--- config.mk ---
export PLATFORM = sky130hd
export DESIGN_NAME = alu_arbiter_flat
export DESIGN_NICKNAME = d
export VERILOG_FILES = /design/src/rtl/alu_pkg.sv /design/src/rtl/alu_arbiter_if.sv /design/src/rtl/alu_arb_pick.sv /design/src/rtl/alu_arbiter.sv /design/src/flat_wrapper.sv
export SDC_FILE = /design/constraint.sdc
export NUM_CORES = 1
export LEC_CHECK = 0
export CORE_UTILIZATION = 34
export CTS_CLUSTER_SIZE = 28
export DETAILED_ROUTE_END_ITERATION = 8
export GPL_TIMING_DRIVEN = 0
export HOLD_SLACK_MARGIN = 0.15
export PLACE_DENSITY = 0.75
export SLEW_MARGIN = 20
export SYNTH_ARGS = -nofsm -noshare
export SYNTH_HDL_FRONTEND = slang
export SYNTH_HIERARCHICAL = 1
export SYNTH_SLANG_ARGS = --single-unit
--- constraint.sdc ---
create_clock -name clk -period 1.64 [get_ports clk]
set_clock_uncertainty 0.1 [all_clocks]
set_input_delay 0.328 -clock clk [delete_from_list [all_inputs] [get_ports clk]]
set_output_delay 0.328 -clock clk [all_outputs]
set_load 0.1 [all_outputs]
--- src/rtl/alu_pkg.sv ---
// Opcode constants and FSM state encoding shared by the ALU arbiter.
// Opcodes 0..10 are legal; anything above OP_MAX_LEGAL is rejected.
package alu_pkg;

  localparam logic [3:0] OP_AND  = 4'b0000;
  localparam logic [3:0] OP_OR   = 4'b0001;
  localparam logic [3:0] OP_XOR  = 4'b0010;
  localparam logic [3:0] OP_NAND = 4'b0011;
  localparam logic [3:0] OP_NOR  = 4'b0100;
  localparam logic [3:0] OP_XNOR = 4'b0101;
  localparam logic [3:0] OP_SHL  = 4'b0110;
  localparam logic [3:0] OP_SHR  = 4'b0111;
  localparam logic [3:0] OP_ADD  = 4'b1000;
  localparam logic [3:0] OP_SUB  = 4'b1001;
  localparam logic [3:0] OP_DIV  = 4'b1010;

  localparam logic [3:0] OP_MAX_LEGAL = OP_DIV;

  typedef enum logic [1:0] {
    ST_IDLE = 2'd0,
    ST_EXEC = 2'd1,
    ST_RESP = 2'd2
  } state_e;

endpackage

--- src/rtl/alu_arbiter_if.sv ---
// Requester-side bundle of the ALU arbiter: request handshake + response.
// master = requesters, slave = arbiter.
interface alu_arbiter_if #(
  parameter int NUM_REQ = 2,
  parameter int DATA_W  = 16,
  parameter int OP_W    = 4
);

  logic [NUM_REQ-1:0]        req_valid;
  logic [NUM_REQ-1:0]        req_ready;
  logic [NUM_REQ*OP_W-1:0]   req_op;
  logic [NUM_REQ*DATA_W-1:0] req_a;
  logic [NUM_REQ*DATA_W-1:0] req_b;
  logic [NUM_REQ-1:0]        rsp_valid;
  logic [DATA_W-1:0]         rsp_data;
  logic                      rsp_zero;
  logic                      rsp_error;

  modport master (
    output req_valid, req_op, req_a, req_b,
    input  req_ready, rsp_valid,
    input  rsp_data, rsp_zero, rsp_error
  );

  modport slave (
    input  req_valid, req_op, req_a, req_b,
    output req_ready, rsp_valid,
    output rsp_data, rsp_zero, rsp_error
  );

endinterface

--- src/rtl/alu_arb_pick.sv ---
// Combinational one-hot picker: first set bit of req searching upward
// from start (wrapping). Ports: req, start -> grant (one-hot), idx.
module alu_arb_pick #(
  parameter int N     = 2,
  parameter int PTR_W = 1
) (
  input  logic [N-1:0]     req,
  input  logic [PTR_W-1:0] start,
  output logic [N-1:0]     grant,
  output logic [PTR_W-1:0] idx
);

  always_comb begin
    int   pos;
    logic found;
    pos   = 0;
    found = 1'b0;
    grant = '0;
    idx   = '0;
    for (int i = 0; i < N; i++) begin
      pos = (int'(start) + i) % N;
      if (!found && req[pos]) begin
        grant[pos] = 1'b1;
        idx        = PTR_W'(pos);
        found      = 1'b1;
      end
    end
  end

endmodule

--- src/rtl/alu_arbiter.sv ---
// Shares one combinational ALU between NUM_REQ requesters: pick, latch,
// execute, respond (IDLE->EXEC->RESP). Ports: clk, rst (sync, high),
// bus (alu_arbiter_if.slave), busy, alu_operation/op1/op2 to ALU,
// alu_res/zero/error from ALU. Define ALU_ARB_RR_EN for round-robin;
// otherwise fixed priority, lowest index wins.
module alu_arbiter
  import alu_pkg::*;
#(
  parameter int NUM_REQ = 2,
  parameter int DATA_W  = 16,
  parameter int OP_W    = 4
) (
  input  logic              clk,
  input  logic              rst,
  alu_arbiter_if.slave      bus,
  output logic              busy,
  output logic [OP_W-1:0]   alu_operation,
  output logic [DATA_W-1:0] alu_op1,
  output logic [DATA_W-1:0] alu_op2,
  input  logic [DATA_W-1:0] alu_res,
  input  logic              alu_zero,
  input  logic              alu_error
);

  localparam int PTR_W = (NUM_REQ > 1) ? $clog2(NUM_REQ) : 1;

  state_e state_q, state_d;

  logic [NUM_REQ-1:0] pick;
  logic [PTR_W-1:0]   pick_idx;
  logic [PTR_W-1:0]   start;
  logic               hs;

  logic [NUM_REQ-1:0] grant_q;
  logic [DATA_W-1:0]  data_q;
  logic               zero_q;
  logic               err_q;

  logic [OP_W-1:0]    sel_op;
  logic [DATA_W-1:0]  sel_a;
  logic [DATA_W-1:0]  sel_b;
  logic               bad_op;

  alu_arb_pick #(
    .N     (NUM_REQ),
    .PTR_W (PTR_W)
  ) u_pick (
    .req   (bus.req_valid),
    .start (start),
    .grant (pick),
    .idx   (pick_idx)
  );

`ifdef ALU_ARB_RR_EN
  logic [PTR_W-1:0] rr_q;

  assign start = rr_q;

  // Pointer moves past the winner, only when a transfer happens.
  always_ff @(posedge clk) begin
    if (rst)
      rr_q <= '0;
    else if (hs)
      rr_q <= (pick_idx == PTR_W'(NUM_REQ - 1))
            ? '0 : pick_idx + 1'b1;
  end
`else
  logic unused_idx;

  assign start      = '0;
  assign unused_idx = ^pick_idx;
`endif

  assign hs = (state_q == ST_IDLE) && (|pick);

  always_ff @(posedge clk) begin
    if (rst)
      state_q <= ST_IDLE;
    else
      state_q <= state_d;
  end

  always_comb begin
    state_d       = state_q;
    bus.req_ready = '0;
    bus.rsp_valid = '0;
    busy          = 1'b0;
    unique case (state_q)
      ST_IDLE: begin
        bus.req_ready = pick;
        if (hs)
          state_d = ST_EXEC;
      end
      ST_EXEC: begin
        busy    = 1'b1;
        state_d = ST_RESP;
      end
      ST_RESP: begin
        busy          = 1'b1;
        bus.rsp_valid = grant_q;
        state_d       = ST_IDLE;
      end
      default: state_d = ST_IDLE;
    endcase
  end

  always_comb begin
    sel_op = '0;
    sel_a  = '0;
    sel_b  = '0;
    for (int i = 0; i < NUM_REQ; i++) begin
      if (pick[i]) begin
        sel_op = bus.req_op[i*OP_W +: OP_W];
        sel_a  = bus.req_a[i*DATA_W +: DATA_W];
        sel_b  = bus.req_b[i*DATA_W +: DATA_W];
      end
    end
  end

  // Divide-by-zero and out-of-range opcodes are trapped here so the
  // response never depends on what the ALU does with them.
  assign bad_op =
    ((alu_operation == OP_W'(OP_DIV)) && (alu_op2 == '0)) ||
    (alu_operation > OP_W'(OP_MAX_LEGAL));

  always_ff @(posedge clk) begin
    if (rst) begin
      alu_operation <= '0;
      alu_op1       <= '0;
      alu_op2       <= '0;
      grant_q       <= '0;
      data_q        <= '0;
      zero_q        <= 1'b0;
      err_q         <= 1'b0;
    end else begin
      if (hs) begin
        alu_operation <= sel_op;
        alu_op1       <= sel_a;
        alu_op2       <= sel_b;
        grant_q       <= pick;
      end
      if (state_q == ST_EXEC) begin
        if (bad_op) begin
          data_q <= '0;
          zero_q <= 1'b0;
          err_q  <= 1'b1;
        end else begin
          data_q <= alu_res;
          zero_q <= alu_zero;
          err_q  <= alu_error;
        end
      end
    end
  end

  assign bus.rsp_data  = data_q;
  assign bus.rsp_zero  = zero_q;
  assign bus.rsp_error = err_q;

endmodule
--- src/flat_wrapper.sv ---
// flat-port wrapper written by rule: the top's interface ports become plain ports
module alu_arbiter_flat import alu_pkg::*;
#(
  parameter int NUM_REQ = 2,
  parameter int DATA_W  = 16,
  parameter int OP_W    = 4
)
  (clk, rst, busy, alu_operation, alu_op1, alu_op2, alu_res, alu_zero, alu_error, bus_req_valid, bus_req_op, bus_req_a, bus_req_b, bus_req_ready, bus_rsp_valid, bus_rsp_data, bus_rsp_zero, bus_rsp_error);
  alu_arbiter_if #(.NUM_REQ(NUM_REQ), .DATA_W(DATA_W), .OP_W(OP_W)) bus_i ();
  input  logic clk;
  input  logic rst;
  output logic busy;
  output logic [OP_W-1:0] alu_operation;
  output logic [DATA_W-1:0] alu_op1;
  output logic [DATA_W-1:0] alu_op2;
  input  logic [DATA_W-1:0] alu_res;
  input  logic alu_zero;
  input  logic alu_error;
  input wire logic [$bits(bus_i.req_valid)-1:0] bus_req_valid;
  input wire logic [$bits(bus_i.req_op)-1:0] bus_req_op;
  input wire logic [$bits(bus_i.req_a)-1:0] bus_req_a;
  input wire logic [$bits(bus_i.req_b)-1:0] bus_req_b;
  output wire logic [$bits(bus_i.req_ready)-1:0] bus_req_ready;
  output wire logic [$bits(bus_i.rsp_valid)-1:0] bus_rsp_valid;
  output wire logic [$bits(bus_i.rsp_data)-1:0] bus_rsp_data;
  output wire logic [$bits(bus_i.rsp_zero)-1:0] bus_rsp_zero;
  output wire logic [$bits(bus_i.rsp_error)-1:0] bus_rsp_error;
  assign bus_i.req_valid = bus_req_valid;
  assign bus_i.req_op = bus_req_op;
  assign bus_i.req_a = bus_req_a;
  assign bus_i.req_b = bus_req_b;
  assign bus_req_ready = bus_i.req_ready;
  assign bus_rsp_valid = bus_i.rsp_valid;
  assign bus_rsp_data = bus_i.rsp_data;
  assign bus_rsp_zero = bus_i.rsp_zero;
  assign bus_rsp_error = bus_i.rsp_error;
  alu_arbiter #(.NUM_REQ(NUM_REQ), .DATA_W(DATA_W), .OP_W(OP_W)) u_core (.clk(clk), .rst(rst), .bus(bus_i), .busy(busy), .alu_operation(alu_operation), .alu_op1(alu_op1), .alu_op2(alu_op2), .alu_res(alu_res), .alu_zero(alu_zero), .alu_error(alu_error));
endmodule
-- Yosys cells after proc, flatten, opt, wreduce, memory -nomap -nowiden
Index checks and enable logic that the tools add are counted.
- $lt $le $gt $ge: 1
- eq/ne operators: 4
- reductions and logical operators: 9
- muxes and demuxes: 17
- operators by type and width (kind ; count):
    $mux W16 ; 5
    $logic_not A16 Y1 ; 1
    $mux W2 ; 4
    $mux W4 ; 2
    $mux W1 ; 5
    $eq A4 B4 Y1 const B ; 1
    $gt A4 B4 Y1 const B ; 1
    $pmux W2 S2 ; 1
    $reduce_or A2 Y1 ; 2
    $logic_and A1 B1 Y1 ; 3
    $eq A2 B1 Y1 const B ; 1
    $eq A2 B2 Y1 const B ; 1
    $logic_not A2 Y1 ; 1
    $ne A2 B1 Y1 const B ; 1
    $logic_not A1 Y1 ; 1
    $logic_or A1 B1 Y1 ; 1
- bits in registers: 58
- output and inout bits: 59
- input bits: 94
- logic and storage cells: 39

-- Depth between registers and ports, before layout
Gate-level depths: netlist of run 1.
- depth after elaboration: 8
- mapped depth: 7
- gate-level depth less buffers: 6

-- Hierarchy
The synthesis of run 1 kept the hierarchy.
- by module, submodules not included (module ; seq. area each (sq um) ; area each (sq um) ; instances ; cells an instance):
    alu_arbiter ; 1161.1 ; 2670.1 ; 1 ; 304
    alu_arb_pick ; 0.0 ; 30.0 ; 1 ; 4

-- Least setup slack after synthesis of run 1
No wires, ideal clock.
- path type: flip-flop to flip-flop
- start: reg u_core.alu_operation[1]
- end: reg u_core.data_q[10] (netlist: u_core/bus.rsp_data[10])
- clock period less this slack: 2.132 ns
- setup time: 0.132 ns
- arrival time: 1.900 ns
- setup slack: -0.492 ns
- data required time: 1.408 ns
- buffers on the path: 1
- cell stages (with the launch flop): 6
- cell sequence: dfxtp_1 and4bb_2 nand3_4 buf_6 o2111ai_1 a21oi_1
- word-level cells in the longest chain between the ends: 4
- elaborated cells between the ends (all ways): 5
- classes of those cells: 1 x order compare; 1 x eq/ne; 1 x mux; 2 x reduce/logical
- ends and longest elaborated chain (item ; line ; RTL):
    from (decl) ; alu_arbiter.sv:17 ; output logic [OP_W-1:0] alu_operation,
    from (signal assigned) ; alu_arbiter.sv:137 ; alu_operation <= sel_op;
    parallel branches: the longest is 2 deep, another holds $gt A4 B4 Y1 ; -- ;
    $logic_or A1 B1 Y1 (*) ; alu_arbiter.sv:123 ; ((alu_operation == OP_W'(OP_DIV)) && (alu_op2 == '0)) ||
    $mux W16 (*) ; alu_arbiter.sv:143 ; if (bad_op) begin
    to (signal assigned) ; alu_arbiter.sv:148 ; data_q <= alu_res;
    to (decl) ; alu_arbiter.sv:35 ; logic [DATA_W-1:0] data_q;
Mark *: on every way between the ends.
A chain may end at the register's enable or synchronous reset.

-- Final worst setup path of run 1
- start: reg u_core.state_q[1]
- end: out bus_req_ready[1]
- word-level cells in the longest chain between the ends: 2
- ends and longest elaborated chain (item ; line ; RTL):
    from (decl) ; alu_arbiter.sv:27 ; state_e state_q, state_d;
    from (signal assigned) ; alu_arbiter.sv:80 ; state_q <= state_d;
    $logic_not A2 Y1 ; alu_arbiter.sv:88 ; unique case (state_q)
    $mux W2 ; alu_arbiter.sv:88 ;
    to (decl) ; flat_wrapper.sv:23 ; output wire logic [$bits(bus_i.req_ready)-1:0] bus_req_ready;
No other way between the ends.

==> results of run 1 <==
flip-flops by register name, summed over array words and instances, names as in the netlist:
register / count
u_core/alu_op1: 16
u_core/alu_op2: 16
u_core/bus.rsp_data: 16
u_core/alu_operation: 4
u_core/grant_q: 2
u_core/state_q: 2
u_core/bus.rsp_error: 1
u_core/bus.rsp_zero: 1
stage by stage:
step	utilization, %	power [W]	cells
finish	60.4	0.00628	587
global route	60.4	0.00657	587
CTS	58.8	0.00622	584
detailed placement	57.7	0.00504	561
global placement	57.7	0.00500	561
floorplan	-	0.00418	308
what timing repair did:
action | CTS | global route
gates resized for setup | 338 | 38
pin swaps | 4 | 9
setup endpoints to repair | 115 | 46
buffers inserted | 10 | 5
hold buffers | 0 | 0
final cells by class:
cell class / instances / area (um^2)
buffer: 25 / 169
sequential: 58 / 1230
multi-input combinational: 215 / 1500
fill: 706 / 3040
clock buffer: 14 / 173
inverter: 6 / 37.5
tap: 102 / 128
clock inverter: 2 / 10.0
timing repair buffer: 165 / 1390
routing by layer:
| metal | part of all wire (%) | vias to the layer above | global-route usage, % |
|---|---|---|---|
| met4 | 1.6 | 0 | 9.79 |
| met2 | 51 | 122 | 39.0 |
| met5 | 0 | - | 0 |
| met3 | 5.9 | 13 | 4.94 |
| met1 | 42 | 1442 | 26.3 |
| li1 | - | 1503 | - |
power by group through the flow:
stage	clock network [W]	logic [W]	registers [W]
final	0.00120	0.00323	0.00184
after global routing	0.00131	0.00338	0.00188
after CTS	0.00124	0.00313	0.00184
after detailed placement	0	0.00316	0.00187
after global placement	0	0.00314	0.00186
after floorplan	0	0.000888	0.00330
worst register-to-register path, stage by stage, from the launching register on:
cell       delay (ps)
dfxtp_4           370
inv_4              50
ha_4              180
nand2_4            70
buf_6             100
buf_4             160
o22ai_1            80
a2111oi_0         370
how the worst max path moves through the flow:
stage | end
after floorplan | bus_req_ready[1]
after global placement | bus_req_ready[1]
after detailed placement | bus_req_ready[1]
after CTS | bus_req_ready[0]
after global routing | bus_req_ready[1]
final | bus_req_ready[1]
==> reports/qor.yml, run 1 <==
min-delay-start: "u_core/grant_q[0]"
grt_max_degree: 19
crit_buf_inv: 4
critPathCaptureType: "output port"
cts_root_buffer: "clkbuf_8"
drt_iter0_drc: 106
die_w_um: 91.0
nets: 579
layout-drive-gt1-share_pct: 35.3
worstPathCellList: "inv_4 > ha_4 > nand2_4 > buf_6 > clkinvlp_4 > buf_12"
syn_area_mm2: 0.00269
io_pins: 153
syn_to_final_growth_pct: 72.5
path_class: "flip-flop to output port"
setup_violations: 4
numCtsBuffers: 9
layout_commonest_cell: "clkdlybuf4s50_1"
worstHoldEndpoint: "u_core/grant_q[0]"
reg2regPathDepth: 7
ant_nets: 0
pre_cts_ws_ps: -1340
p_per_area_mw_per_mm2: 1350
run_status: "finished with violations"
tightest_slew_ps: 590
cp-start-kind: "flip-flop"
numClockSinks: 58
clock_path_buffers: 2
layout_common_cells: "clkdlybuf4s50_1 (90), nor2_1 (59), buf_2 (58), o22ai_1 (35), dfxtp_2 (25)"
r2r-start: "u_core/state_q[1]"
worst_hold_path_type: "flip-flop to flip-flop"
yosysWarnings: 6
grt_use_total_pct: 22.4
critPathArrivalTime_ps: 1360
setup_slack_ps: -144
holdWs_ps: 355
clock_latency_ps: 330
tns_ps: -415
power.leakage_nw: 1.85
finalWirelength_um: 9050
coreArea_mm2: 0.00769
maxCapViolCount: 0
slew_headroom_pct: 60.6
hpwl_um: 6610
path_clk_slew_ps: 60
vias: 3080
die_h_um: 91.0
grt_pass1_wl_um: 14900
grt_antenna_before_repair: 0
ctsHtreeMaxLevel: 3
clock_power_share_pct: 19.2
crit_slowest_cell: "dfxtp_4"
crit_start: "u_core/state_q[1]"
place_congestion: 0.772
first_pass_iters: 6
die_area_mm2: 0.00828
slew_violations: 0
placed_cell_area_mm2: 0.00444
whs_path_depth: 2
start_util_pct: 35.0
rsz0062_at_grt: "true"
diodes: 0
comb_power_share_pct: 51.4
port-buffer-count: 151
finalHoldViolCount: 0
p_int_w: 0.00324
r2r_slack_ps: 40
drt-wirelength-per-cell_um: 15.4
crit_family: "buffers and inverters"
required_ps: 1210
finalCritPeriodShare_pct: 109
path_max_fanout: 4
period_needed_ps: 1780
vdd_ir_drop_max_mv: 0.554
grt_pass1_vias: 3122
grt_overflow: 0
switching_share_pct: 48.4
violations: "setup timing"
avgSynthCellArea_um2: 8.77
fmax_ghz: 0.560
seq_power_share_pct: 29.4
post-route-drc-count: 0
slowest_delay_ps: 370
rr_endpoint: "u_core/alu_op1[13]"
synth_cells: 307
stdcell_area_mm2: 0.00465
cts_tree: "done"
crit_cells: 6
p_switching_w: 0.00304
viasPerCell: 5.25
rows: 32
Power figures use the tool's default switching activity.
==> run 2: changes to the inputs <==
--- a/config.mk
+++ b/config.mk
@@ -5,6 +5,8 @@
 export SDC_FILE = /design/constraint.sdc
 export NUM_CORES = 1
 export LEC_CHECK = 0
+export CORE_ASPECT_RATIO = 0.75
+export CORE_MARGIN = 5
 export CORE_UTILIZATION = 34
 export CTS_CLUSTER_SIZE = 28
 export DETAILED_ROUTE_END_ITERATION = 8
==> reports/qor.yml, run 2 (synthesized netlist as in run 1, its figures left out) <==
diodes: 0  # unchanged
die_h_um: 87.1  # -4.3%
slew_violations: 0  # unchanged
rsz0062_at_grt: "true"
grt_max_degree: 19  # unchanged
path_max_fanout: 4  # unchanged
die_area_mm2: 0.00982  # +19%
period_needed_ps: 1800  # +10.7 ps
critPathCaptureType: "output port"
power.leakage_nw: 1.88  # +1.7%
grt_overflow: 0  # unchanged
fmax_ghz: 0.557  # -0.59%
setup_slack_ps: -155  # -10.7 ps
hpwl_um: 7540  # +14%
path_clk_slew_ps: 60  # about the same
first_pass_iters: 4  # -2
worstPathCellList: "inv_4 > ha_4 > nand2_4 > buf_6 > clkinvlp_4 > buf_12"
drt_iter0_drc: 96  # -9.4%
crit_slowest_cell: "dfxtp_4"
rows: 28  # -13%
violations: "setup timing"
layout_commonest_cell: "clkdlybuf4s50_1"
required_ps: 1210  # about the same
numClockSinks: 58  # unchanged
critPathArrivalTime_ps: 1370  # about the same
ctsHtreeMaxLevel: 3  # unchanged
layout_common_cells: "clkdlybuf4s50_1 (90), nor2_1 (59), buf_2 (58), o22ai_1 (36), dfxtp_2 (25)"
hold_buffers: 0  # unchanged
viasPerCell: 5.22  # -0.55%
layout-drive-gt1-share_pct: 35.9  # +0.68 points
grt_pass1_vias: 3090  # -1.0%
finalCritPeriodShare_pct: 109  # +0.65 points
post-route-drc-count: 0  # unchanged
grt_use_total_pct: 20.2  # -2.1 points
vias: 3089  # +0.29%
finalHoldViolCount: 0  # unchanged
vdd_ir_drop_max_mv: 0.573  # +3.4%
io_pins: 153  # unchanged
port-buffer-count: 151  # unchanged
cp-start-kind: "flip-flop"
clock_latency_ps: 330  # about the same
setup_violations: 5  # +1
cts_root_buffer: "clkbuf_8"
tns_ps: -413  # +2.44 ps
pre_cts_ws_ps: -1350  # -14.9 ps
worst_hold_path_type: "input pin to flip-flop"
clock_path_buffers: 2  # unchanged
numCtsBuffers: 9  # unchanged
drt-wirelength-per-cell_um: 17.1  # +11%
maxCapViolCount: 0  # unchanged
grt_antenna_before_repair: 0  # unchanged
p_per_area_mw_per_mm2: 1360  # +0.88%
start_util_pct: 34.5  # -0.56 points
dp.cells: 564  # +0.53%
slowest_delay_ps: 360  # about the same
grt_pass1_wl_um: 15900  # +7.1%
coreArea_mm2: 0.00781  # +1.6%
syn_to_final_growth_pct: 76.3
fill_cells: 690  # -2.3%
path_class: "flip-flop to output port"
slew_headroom_pct: 48.2  # -12 points
die_w_um: 113  # +24%
regArea_mm2: 0.00123  # unchanged
cts_tree: "done"
ant_nets: 0  # unchanged
finalWirelength_um: 10200  # +12%
run_status: "finished with violations"
tightest_slew_ps: 777  # +187 ps
multi_input_area_mm2: 0.00155  # +3.3%
nets: 581  # +0.35%
place_congestion: 0.840  # +8.8%
layoutNonFillerInstCount: 592  # +0.85%
-- run 2: changes by cell type in the layout (fill, tap and decap cells not counted), moves of 2 or more --
cell       previous run  this run
a2111oi_0             7         2
a2111oi_1             5         8
a2111oi_4             0         3
a211oi_1             15        17
a211oi_2              3         1
buf_4                18        20
-- run 2: what timing repair did --
item	4_1_cts	5_1_grt
pin swaps	1	13
resized for setup	340	50
setup endpoints to repair	114	52
buffers inserted	6	8
-- run 2: worst paths after layout --
check                                          endpoint              start  cells past startpoint  slack, ps
worst max register to register        u_core/alu_op1[4]  u_core/state_q[0]                      6        -10
worst min-delay path            u_core/bus.rsp_data[14]                rst                      2        330
worst min register to register        u_core/grant_q[0]  u_core/grant_q[0]                      2        360
worst max-delay path                   bus_req_ready[0]  u_core/state_q[0]                      6       -160
-- run 2: metal layers --
layer	GRT usage, %	vias to the layer above	share of wire (%)
met5	0	-	0
met4	4.37	0	1.0
met3	7.57	10	8.3
met2	33.9	116	47
met1	25.0	1453	43
li1	-	1510	-
-- run 2: report_power, final --
part           internal [W]  total [W]  switching [W]
combinational      0.000939    0.00331        0.00237
clock              0.000764    0.00131       0.000543
sequential          0.00167    0.00186       0.000191
-- run 2: stage by stage --
stage	hold WS, ps	util [%]	power (W)	cell area, um^2
after floorplan	332	-	0.00418	2800
after global placement	339	56.8	0.00501	4440
after detailed placement	348	56.8	0.00506	4440
after CTS	291	57.9	0.00633	4530
after global routing	357	60.8	0.00674	4750
final	328	60.8	0.00647	4750
-- run 2: worst max-delay path, delay by kind of cell (launching register included) --
kind	cells	cell delay [ps]
adders and majority gates	1	170
buffers and inverters	4	440
DFF	1	360
and+or+nand+nor	1	70
-- run 2: cell type report --
class / count / area share (%)
sequential: 58 / 26.0
buffer: 27 / 3.98
inverter: 6 / 0.738
clock inverter: 1 / 0.105
clock buffer: 15 / 4.16
timing repair buffer: 165 / 29.6
tap: 105 / 2.77
multi-input combinational: 215 / 32.6
==> run 3: changes to the inputs <==
--- a/config.mk
+++ b/config.mk
@@ -5,9 +5,11 @@
 export SDC_FILE = /design/constraint.sdc
 export NUM_CORES = 1
 export LEC_CHECK = 0
+export CAP_MARGIN = 20
 export CORE_ASPECT_RATIO = 0.75
 export CORE_MARGIN = 5
 export CORE_UTILIZATION = 34
+export CTS_CLUSTER_DIAMETER = 150
 export CTS_CLUSTER_SIZE = 28
 export DETAILED_ROUTE_END_ITERATION = 8
 export GPL_TIMING_DRIVEN = 0
==> results of run 3 <==
Same layout as run 2: the final DEF is identical, and so are final timing and power.
